## src/rtl/fmpadding_pkg.sv

```systemverilog
// Shared types and helpers for the feature-map padding config sequencer:
// config address map, geometry record and index/address conversions.
package fmpadding_pkg;

   localparam logic [4:0] ADDR_XON  = 5'd0;
   localparam logic [4:0] ADDR_XOFF = 5'd4;
   localparam logic [4:0] ADDR_XEND = 5'd8;
   localparam logic [4:0] ADDR_YON  = 5'd12;
   localparam logic [4:0] ADDR_YOFF = 5'd16;
   localparam logic [4:0] ADDR_YEND = 5'd20;

   localparam logic [2:0] IDX_YON   = 3'd3;
   localparam logic [2:0] IDX_LAST  = 3'd5;
   localparam logic [2:0] IDX_NONE  = 3'd7;

   typedef enum logic [1:0] {ST_IDLE, ST_ARMED, ST_WRITE} seq_state_e;

   typedef struct packed {
      logic [31:0] xon;
      logic [31:0] xoff;
      logic [31:0] xend;
      logic [31:0] yon;
      logic [31:0] yoff;
      logic [31:0] yend;
   } cfg_t;

   function automatic logic [4:0] idxToAddr(input logic [2:0] idx);
      case (idx)
         3'd0:    return ADDR_XON;
         3'd1:    return ADDR_XOFF;
         3'd2:    return ADDR_XEND;
         3'd3:    return ADDR_YON;
         3'd4:    return ADDR_YOFF;
         default: return ADDR_YEND;
      endcase
   endfunction

   // IDX_NONE flags an address outside the register map
   function automatic logic [2:0] addrToIdx(input logic [4:0] addr);
      case (addr)
         ADDR_XON:  return 3'd0;
         ADDR_XOFF: return 3'd1;
         ADDR_XEND: return 3'd2;
         ADDR_YON:  return 3'd3;
         ADDR_YOFF: return 3'd4;
         ADDR_YEND: return 3'd5;
         default:   return IDX_NONE;
      endcase
   endfunction

   function automatic logic [31:0] getField(input cfg_t c, input logic [2:0] idx);
      case (idx)
         3'd0:    return c.xon;
         3'd1:    return c.xoff;
         3'd2:    return c.xend;
         3'd3:    return c.yon;
         3'd4:    return c.yoff;
         default: return c.yend;
      endcase
   endfunction

   function automatic cfg_t setField(input cfg_t c, input logic [2:0] idx, input logic [31:0] v);
      cfg_t r;
      r = c;
      case (idx)
         3'd0:    r.xon  = v;
         3'd1:    r.xoff = v;
         3'd2:    r.xend = v;
         3'd3:    r.yon  = v;
         3'd4:    r.yoff = v;
         3'd5:    r.yend = v;
         default: ;
      endcase
      return r;
   endfunction

endpackage

```

## src/rtl/fmpadding_cfg_sequencer_if.sv

```systemverilog
// Host config, padding config port and gated output handshake of the sequencer.
interface fmpadding_cfg_sequencer_if;
   logic        cfg_we;
   logic [4:0]  cfg_wa;
   logic [31:0] cfg_wd;
   logic        cfg_commit;
   logic        cfg_busy;
   logic        cfg_done;
   logic        pad_we;
   logic [4:0]  pad_wa;
   logic [31:0] pad_wd;
   logic        pad_tvalid;
   logic        pad_tready;
   logic        dn_tready;
   logic        dn_tvalid;

   modport slave (
      input  cfg_we, cfg_wa, cfg_wd, cfg_commit, pad_tvalid, dn_tready,
      output cfg_busy, cfg_done, pad_we, pad_wa, pad_wd, pad_tready, dn_tvalid
   );

   modport master (
      output cfg_we, cfg_wa, cfg_wd, cfg_commit, pad_tvalid, dn_tready,
      input  cfg_busy, cfg_done, pad_we, pad_wa, pad_wd, pad_tready, dn_tvalid
   );
endinterface

```

## src/rtl/fmpadding_pos_tracker.sv

```systemverilog
// Mirrors the S/X/Y frame position of the beat sitting in a stream output register.
// Geometry is sampled at each frame boundary so a frame always ends under its own geometry.
module fmpadding_pos_tracker #(
   parameter int SF        = 1,
   parameter int XBITS     = 8,
   parameter int YBITS     = 8,
   parameter int INIT_XEND = 1,
   parameter int INIT_YEND = 1
) (
   input  logic             clk,
   input  logic             rst,
   input  logic             beat_i,
   input  logic [XBITS-1:0] xend_i,
   input  logic [YBITS-1:0] yend_i,
   output logic             last_o
);

   localparam int SW = $clog2(SF) + 1;
   localparam logic [SW-1:0] S_RELOAD = SW'(SF - 1);

   logic [SW-1:0]    s_q, s_d;
   logic [XBITS-1:0] x_q, x_d, geoXend_q, geoXend_d;
   logic [YBITS-1:0] y_q, y_d, geoYend_q, geoYend_d;
   logic             sWrap, xWrap, yWrap;

   always_ff @(posedge clk) begin
      if (rst) begin
         s_q       <= S_RELOAD;
         x_q       <= '0;
         y_q       <= '0;
         geoXend_q <= XBITS'(INIT_XEND);
         geoYend_q <= YBITS'(INIT_YEND);
      end else begin
         s_q       <= s_d;
         x_q       <= x_d;
         y_q       <= y_d;
         geoXend_q <= geoXend_d;
         geoYend_q <= geoYend_d;
      end
   end

   always_comb begin
      sWrap     = (s_q == '0);
      xWrap     = (x_q == geoXend_q);
      yWrap     = (y_q == geoYend_q);
      last_o    = sWrap && xWrap && yWrap;
      s_d       = s_q;
      x_d       = x_q;
      y_d       = y_q;
      geoXend_d = geoXend_q;
      geoYend_d = geoYend_q;
      if (beat_i) begin
         s_d = sWrap ? S_RELOAD : s_q - SW'(1);
         if (sWrap) begin
            x_d = xWrap ? '0 : x_q + XBITS'(1);
            if (xWrap) y_d = yWrap ? '0 : y_q + YBITS'(1);
         end
         if (last_o) begin
            geoXend_d = xend_i;
            geoYend_d = yend_i;
         end
      end
   end

endmodule

```

## src/rtl/fmpadding_cfg_sequencer.sv

```systemverilog
// Frame-synchronous reconfiguration of the padding block: stalls the last beat of a
// frame, replays the six shadow registers into the padding config port, then releases it.
module fmpadding_cfg_sequencer
   import fmpadding_pkg::*;
#(
   parameter int XCOUNTER_BITS = 8,
   parameter int YCOUNTER_BITS = 8,
   parameter int NUM_CHANNELS  = 1,
   parameter int SIMD          = 1,
   parameter int INIT_XON      = 0,
   parameter int INIT_XOFF     = 1,
   parameter int INIT_XEND     = 1,
   parameter int INIT_YON      = 0,
   parameter int INIT_YOFF     = 1,
   parameter int INIT_YEND     = 1
) (
   input  logic                      clk,
   input  logic                      rst,
   fmpadding_cfg_sequencer_if.slave  bus
);

   localparam int SF = NUM_CHANNELS / SIMD;
   localparam logic [31:0] XMASK = (XCOUNTER_BITS >= 32) ? 32'hFFFF_FFFF
                                   : 32'((64'd1 << XCOUNTER_BITS) - 64'd1);
   localparam logic [31:0] YMASK = (YCOUNTER_BITS >= 32) ? 32'hFFFF_FFFF
                                   : 32'((64'd1 << YCOUNTER_BITS) - 64'd1);
   localparam cfg_t INIT_CFG = '{xon: 32'(INIT_XON), xoff: 32'(INIT_XOFF), xend: 32'(INIT_XEND),
                                 yon: 32'(INIT_YON), yoff: 32'(INIT_YOFF), yend: 32'(INIT_YEND)};

   seq_state_e               state_q, state_d;
   logic [2:0]               widx_q, widx_d;
   cfg_t                     shadow_q, shadow_d;
   logic [XCOUNTER_BITS-1:0] actXend_q, actXend_d;
   logic [YCOUNTER_BITS-1:0] actYend_q, actYend_d;
   logic                     done_q, done_d;
   logic [2:0]               wrIdx;
   logic                     last, hold, beat;

   fmpadding_pos_tracker #(
      .SF(SF), .XBITS(XCOUNTER_BITS), .YBITS(YCOUNTER_BITS),
      .INIT_XEND(INIT_XEND), .INIT_YEND(INIT_YEND)
   ) u_pos (
      .clk(clk), .rst(rst), .beat_i(beat),
      .xend_i(actXend_q), .yend_i(actYend_q), .last_o(last)
   );

   always_ff @(posedge clk) begin
      if (rst) begin
         state_q   <= ST_IDLE;
         widx_q    <= '0;
         shadow_q  <= INIT_CFG;
         actXend_q <= XCOUNTER_BITS'(INIT_XEND);
         actYend_q <= YCOUNTER_BITS'(INIT_YEND);
         done_q    <= 1'b0;
      end else begin
         state_q   <= state_d;
         widx_q    <= widx_d;
         shadow_q  <= shadow_d;
         actXend_q <= actXend_d;
         actYend_q <= actYend_d;
         done_q    <= done_d;
      end
   end

   // Hold is combinational so the last beat never slips out in the cycle it is detected
   always_comb begin
      hold = ((state_q == ST_ARMED) && bus.pad_tvalid && last) || (state_q == ST_WRITE);
      beat = bus.pad_tvalid && bus.pad_tready;
      bus.pad_tready = bus.dn_tready && !hold;
      bus.dn_tvalid  = bus.pad_tvalid && !hold;
      bus.cfg_busy   = (state_q != ST_IDLE);
      bus.cfg_done   = done_q;
      bus.pad_we     = (state_q == ST_WRITE);
      bus.pad_wa     = bus.pad_we ? idxToAddr(widx_q) : '0;
      bus.pad_wd     = bus.pad_we ? getField(shadow_q, widx_q) : '0;
   end

   always_comb begin
      state_d   = state_q;
      widx_d    = widx_q;
      shadow_d  = shadow_q;
      actXend_d = actXend_q;
      actYend_d = actYend_q;
      done_d    = 1'b0;
      wrIdx     = addrToIdx(bus.cfg_wa);
      if (bus.cfg_we && (state_q == ST_IDLE) && (wrIdx != IDX_NONE))
         shadow_d = setField(shadow_q, wrIdx,
                             bus.cfg_wd & ((wrIdx < IDX_YON) ? XMASK : YMASK));
      case (state_q)
         ST_IDLE: begin
            if (bus.cfg_commit) state_d = ST_ARMED;
         end
         ST_ARMED: begin
            if (bus.pad_tvalid && last) begin
               state_d = ST_WRITE;
               widx_d  = '0;
            end
         end
         ST_WRITE: begin
            if (widx_q == 3'd2) actXend_d = shadow_q.xend[XCOUNTER_BITS-1:0];
            if (widx_q == IDX_LAST) begin
               actYend_d = shadow_q.yend[YCOUNTER_BITS-1:0];
               state_d   = ST_IDLE;
               done_d    = 1'b1;
            end else begin
               widx_d = widx_q + 3'd1;
            end
         end
         default: state_d = ST_IDLE;
      endcase
   end

endmodule
```

## src/flat_wrapper.sv

```systemverilog
// flat-port wrapper written by rule: the top's interface ports become plain ports
module fmpadding_cfg_sequencer_flat import fmpadding_pkg::*;
#(
   parameter int XCOUNTER_BITS = 8,
   parameter int YCOUNTER_BITS = 8,
   parameter int NUM_CHANNELS  = 1,
   parameter int SIMD          = 1,
   parameter int INIT_XON      = 0,
   parameter int INIT_XOFF     = 1,
   parameter int INIT_XEND     = 1,
   parameter int INIT_YON      = 0,
   parameter int INIT_YOFF     = 1,
   parameter int INIT_YEND     = 1
)
  (clk, rst, bus_cfg_we, bus_cfg_wa, bus_cfg_wd, bus_cfg_commit, bus_pad_tvalid, bus_dn_tready, bus_cfg_busy, bus_cfg_done, bus_pad_we, bus_pad_wa, bus_pad_wd, bus_pad_tready, bus_dn_tvalid);
  fmpadding_cfg_sequencer_if bus_i ();
  input  logic clk;
  input  logic rst;
  input wire logic [$bits(bus_i.cfg_we)-1:0] bus_cfg_we;
  input wire logic [$bits(bus_i.cfg_wa)-1:0] bus_cfg_wa;
  input wire logic [$bits(bus_i.cfg_wd)-1:0] bus_cfg_wd;
  input wire logic [$bits(bus_i.cfg_commit)-1:0] bus_cfg_commit;
  input wire logic [$bits(bus_i.pad_tvalid)-1:0] bus_pad_tvalid;
  input wire logic [$bits(bus_i.dn_tready)-1:0] bus_dn_tready;
  output wire logic [$bits(bus_i.cfg_busy)-1:0] bus_cfg_busy;
  output wire logic [$bits(bus_i.cfg_done)-1:0] bus_cfg_done;
  output wire logic [$bits(bus_i.pad_we)-1:0] bus_pad_we;
  output wire logic [$bits(bus_i.pad_wa)-1:0] bus_pad_wa;
  output wire logic [$bits(bus_i.pad_wd)-1:0] bus_pad_wd;
  output wire logic [$bits(bus_i.pad_tready)-1:0] bus_pad_tready;
  output wire logic [$bits(bus_i.dn_tvalid)-1:0] bus_dn_tvalid;
  assign bus_i.cfg_we = bus_cfg_we;
  assign bus_i.cfg_wa = bus_cfg_wa;
  assign bus_i.cfg_wd = bus_cfg_wd;
  assign bus_i.cfg_commit = bus_cfg_commit;
  assign bus_i.pad_tvalid = bus_pad_tvalid;
  assign bus_i.dn_tready = bus_dn_tready;
  assign bus_cfg_busy = bus_i.cfg_busy;
  assign bus_cfg_done = bus_i.cfg_done;
  assign bus_pad_we = bus_i.pad_we;
  assign bus_pad_wa = bus_i.pad_wa;
  assign bus_pad_wd = bus_i.pad_wd;
  assign bus_pad_tready = bus_i.pad_tready;
  assign bus_dn_tvalid = bus_i.dn_tvalid;
  fmpadding_cfg_sequencer #(.XCOUNTER_BITS(XCOUNTER_BITS), .YCOUNTER_BITS(YCOUNTER_BITS), .NUM_CHANNELS(NUM_CHANNELS), .SIMD(SIMD), .INIT_XON(INIT_XON), .INIT_XOFF(INIT_XOFF), .INIT_XEND(INIT_XEND), .INIT_YON(INIT_YON), .INIT_YOFF(INIT_YOFF), .INIT_YEND(INIT_YEND)) u_core (.clk(clk), .rst(rst), .bus(bus_i));
endmodule
```

## config.mk

```make
export PLATFORM = sky130hd
export DESIGN_NAME = fmpadding_cfg_sequencer_flat
export DESIGN_NICKNAME = d
export VERILOG_FILES = /design/src/rtl/fmpadding_pkg.sv /design/src/rtl/fmpadding_cfg_sequencer_if.sv /design/src/rtl/fmpadding_pos_tracker.sv /design/src/rtl/fmpadding_cfg_sequencer.sv /design/src/flat_wrapper.sv
export SDC_FILE = /design/constraint.sdc
export NUM_CORES = 1
export LEC_CHECK = 0
export BUFFER_PORTS_ARGS = -buffer_cell sky130_fd_sc_hd__buf_2
export CAP_MARGIN = 20
export CORE_MARGIN = 2
export CORE_UTILIZATION = 50
export CTS_BUF_LIST = sky130_fd_sc_hd__clkbuf_16
export CTS_CLUSTER_SIZE = 12
export DETAILED_ROUTE_END_ITERATION = 12
export PLACE_DENSITY = 0.72
export SETUP_SLACK_MARGIN = 0.3
export SLEW_MARGIN = 20
export SYNTH_ARGS = -nofsm -noshare
export SYNTH_HDL_FRONTEND = slang
export SYNTH_SLANG_ARGS = --single-unit
export TNS_END_PERCENT = 50
```

## constraint.sdc

```tcl
create_clock -name clk -period 2.5 [get_ports clk]
set_input_delay 0.375 -clock clk [delete_from_list [all_inputs] [get_ports clk]]
set_output_delay 0.375 -clock clk [all_outputs]
set_load 0.005 [all_outputs]
```

==> run_results.csv <==
group,metric,value,unit
outcome,status,"complete, no violations",
critical_path,crit_arrival,1890,ps
synth,synth_area_leaders,"dfxtp_1, mux2i_1, nand2_1, a21oi_1, o21ai_0",
critical_path,r2r_cells,5,
critical_path,worstPathCellList,"ha_2 -> ha_4 -> a222oi_1 -> a31oi_1 -> buf_2",
synth,syn_inst,582,
grt,grt_usage,0.2377,
route,drt_first_pass_iters,5,
route,route.detailed.wl_per_inst,15.97,um
clock_network,clk_latency,350,ps
clock_network,cts-root-buf,"clkbuf_16",
floorplanning,initial_utilization,0.5064,
clock_network,numCtsBuffers,9,
grt,grt_util_met3,0.05220,
job,max_cap_viol_count,0,
route,vias,4347,
cells_and_area,layoutNonFillerInstCount,761,
sta,min_period,2264,ps
placement,gp_congestion,0.9398,
synth,synth.top_cells.by_count,"dfxtp_1, nand2_1, nor2_1, mux2i_1, a21oi_1",
synth,yosysWarnings,0,
power_and_ir_drop,p_leak,0.002335,uW
hold_path,whs_endpoint,"u_core.state_q[0]",
route,drt-total-wl,12.16,mm
floorplanning,coreArea,0.009639,sq mm
synth,synth_edf_count,0,
critical_path,crit_path_start,"u_core.widx_q[0]",
floorplanning,rows,36,
route,ant_nets,0,
sta,period_share,0.9056,
grt,grt_pass1_wl,19.54,mm
critical_path,worstPathMaxFanout,9,
cells_and_area,seq_area,0.002110,sq mm
sta,final_max_slew_viol_count,0,
grt,grt_pass1_vias,3975,
sta,max_freq,441.7,MHz
grt,grt_remaining_overflow,0,
cells_and_area,nNetsFinal,673,
synth,synthFlopType,"dfxtp_1",
synth,yosysSeqAreaShare,0.4184,
cells_and_area,nFillCells,878,
hold_path,hold_path_startpoint,"bus_cfg_commit",
synth,synth_area_leader_cell,"dfxtp_1",
grt,met2_usage,0.3851,
floorplanning,die_w,102.8,um
grt,met1_usage,0.3114,
power_and_ir_drop,fin_total_pwr,3428,uW
route,post-route-drc-count,0,
synth,ys_ff_latch,102,
power_and_ir_drop,peakVddDrop,0.0005375,V
sta,worstMarginPinSlew,833.8,ps
floorplanning,die_y,102.8,um
hold_path,hold_path_depth,3,
sta,tns,0,ps
synth,avgSynthCellArea,8.386,sq um
clock_network,cts.clk_slew.worst_paths,70,ps
grt,antenna_found_initial,0,
sta,finalClockSkew,4.849,ps
placement,pre_cts_ws,236.6,ps
grt,grt_start_max_net_pins,55,
critical_path,start_kind,"flop",
critical_path,timing_worst_setup_path_type,"flop to output port",
sta,hold_violations,0,
power_and_ir_drop,powerDensity,590.5,mW/mm^2
critical_path,rr_endpoint,"u_core.u_pos.y_q[5]",
critical_path,r2r-start,"u_core.u_pos.x_q[3]",
placement,dpl.cell_count,726,
synth,async_flop_share,0,
route,drt_iter0_drc,296,
clock_network,cts_buffer_depth,2,
route,viasPerCell,5.712,
cells_and_area,multiInputGateArea,0.002754,sq mm
placement,port_buffers,34,
cells_and_area,drive_gt1_frac,0.2245,
critical_path,rrSetupSlack,290,ps
sta,final.setup.worst_slack,236.1,ps
critical_path,slowest_delay,430,ps
placement,dpl.hpwl,7.948,mm
critical_path,crit_slowest_cell,"a222oi_1",
clock_network,htree_levels,3,
critical_path,crit_required,2120,ps
synth,yosysMostFrequentCell,"dfxtp_1",
synth,syn_area,0.004881,sq mm
cells_and_area,insertedDiodeCount,0,
sta,grt_setup_unrepaired,"true",
sta,setup_viol,0,
clock_network,cts_tree,"built",
grt,top_usage_layer,"met2",
hold_path,hold_path_class,"input port to flop",
cells_and_area,syn2layout_area_growth,18.94,%
critical_path,end_kind,"output port",
synth,synth_cell_type_count,39,
synth,synth_top_area_frac,0.4184,
clock_network,cts.sinks,102,
floorplanning,dieArea,0.01057,sq mm
sta,slew_headroom,0.4435,
floorplanning,ios,85,
## power breakdown
part	switching, uW	internal (uW)
combinational	160	120
clock	663	802
sequential	34.7	1650
## layout make-up
class / instances / area share
Clock buffer: 9 / 0.03879
Clock inverter: 7 / 0.01509
Inverter: 7 / 0.004957
Multi-Input combinational cell: 435 / 0.4744
Sequential cell: 102 / 0.3634
Tap cell: 133 / 0.02866
Timing Repair Buffer: 68 / 0.07478
## critical path, delay by kind of cell (launching register included)
family | cells | cell delay, ps
AOI/OAI and AO/OA | 2 | 570
adders and majority gates | 2 | 430
buffers and inverters | 1 | 150
DFF | 1 | 380
## worst max path at each step
stage                     endpoint  slack, ps
2_1_floorplan        bus_pad_wd[0]        480
3_3_place_gp   u_core.u_pos.y_q[2]        260
3_5_place_dp   u_core.u_pos.y_q[5]        240
4_1_cts              bus_pad_wd[4]        200
5_1_grt              bus_dn_tvalid        110
6_report             bus_pad_wd[4]        240
## cell families after synthesis
kind of cell / Yosys count / synth area share
compound gates: 135 / 0.1679
xor+xnor: 16 / 0.02871
fa+ha+maj: 7 / 0.01794
buf+inv: 70 / 0.07434
flops: 102 / 0.4184
mux: 47 / 0.09639
other cells: 1 / 0.0007683
simple gates: 204 / 0.1956
## metrics by stage
stage / util / hold slack, ps / cell area, sq um
6_report: 0.6023 / 301.5 / 5806
3_5_place_dp: 0.5284 / 447.6 / 5094
2_1_floorplan: - / 436.6 / 4975
3_3_place_gp: 0.5284 / 445.5 / 5094
4_1_cts: 0.5807 / 309.5 / 5598
5_1_grt: 0.6023 / 305.7 / 5806
## metal layers
| metal | up-vias | part of all wire |
|---|---|---|
| met3 | 29 | 0.049 |
| met2 | 150 | 0.48 |
| met1 | 2059 | 0.44 |
| li1 | 2109 | - |
| met5 | - | 0 |
| met4 | 0 | 0.033 |
## registers in the layout, indices dropped and copies added, names as in the netlist
| register | flops |
|---|---|
| u_core.u_pos.geoYend_q | 8 |
| u_core.widx_q | 3 |
| u_core.shadow_q | 48 |
| u_core.u_pos.x_q | 8 |
| u_core.actXend_q | 8 |
| u_core.bus.cfg_done | 1 |
| u_core.u_pos.geoXend_q | 8 |
| u_core.actYend_q | 8 |
| u_core.u_pos.y_q | 8 |
| u_core.state_q | 2 |
## what timing repair did
action,CTS,global route
cloned,2,0
resized for setup,46,39
hold buffers,0,0
setup buffers,9,8
pin swaps,17,14
setup endpoints to repair,24,47
## layout by cell type, fill, tap and decap left out, drive strengths merged, types with 2 or more instances in the layout
cell / netlist / routed
dfxtp: 102 / 102
buf: 31 / 68
nand2: 62 / 62
nor2: 51 / 51
mux2i: 47 / 47
a21oi: 46 / 46
o21ai: 43 / 43
nand3: 42 / 42
conb: 1 / 26
xnor2: 16 / 16
a31oi: 11 / 11
o211ai: 11 / 11
inv: 7 / 11
nand2b: 10 / 10
and3: 10 / 10
clkbuf: 32 / 9
a22o: 8 / 8
a222oi: 8 / 8
nand4: 8 / 8
ha: 7 / 7
a32o: 4 / 4
or4: 4 / 4
nor3: 3 / 3
nor2b: 3 / 3
or3: 2 / 2
o32ai: 2 / 2
and2: 2 / 2
No activity file was read; power rests on OpenSTA's default activity.
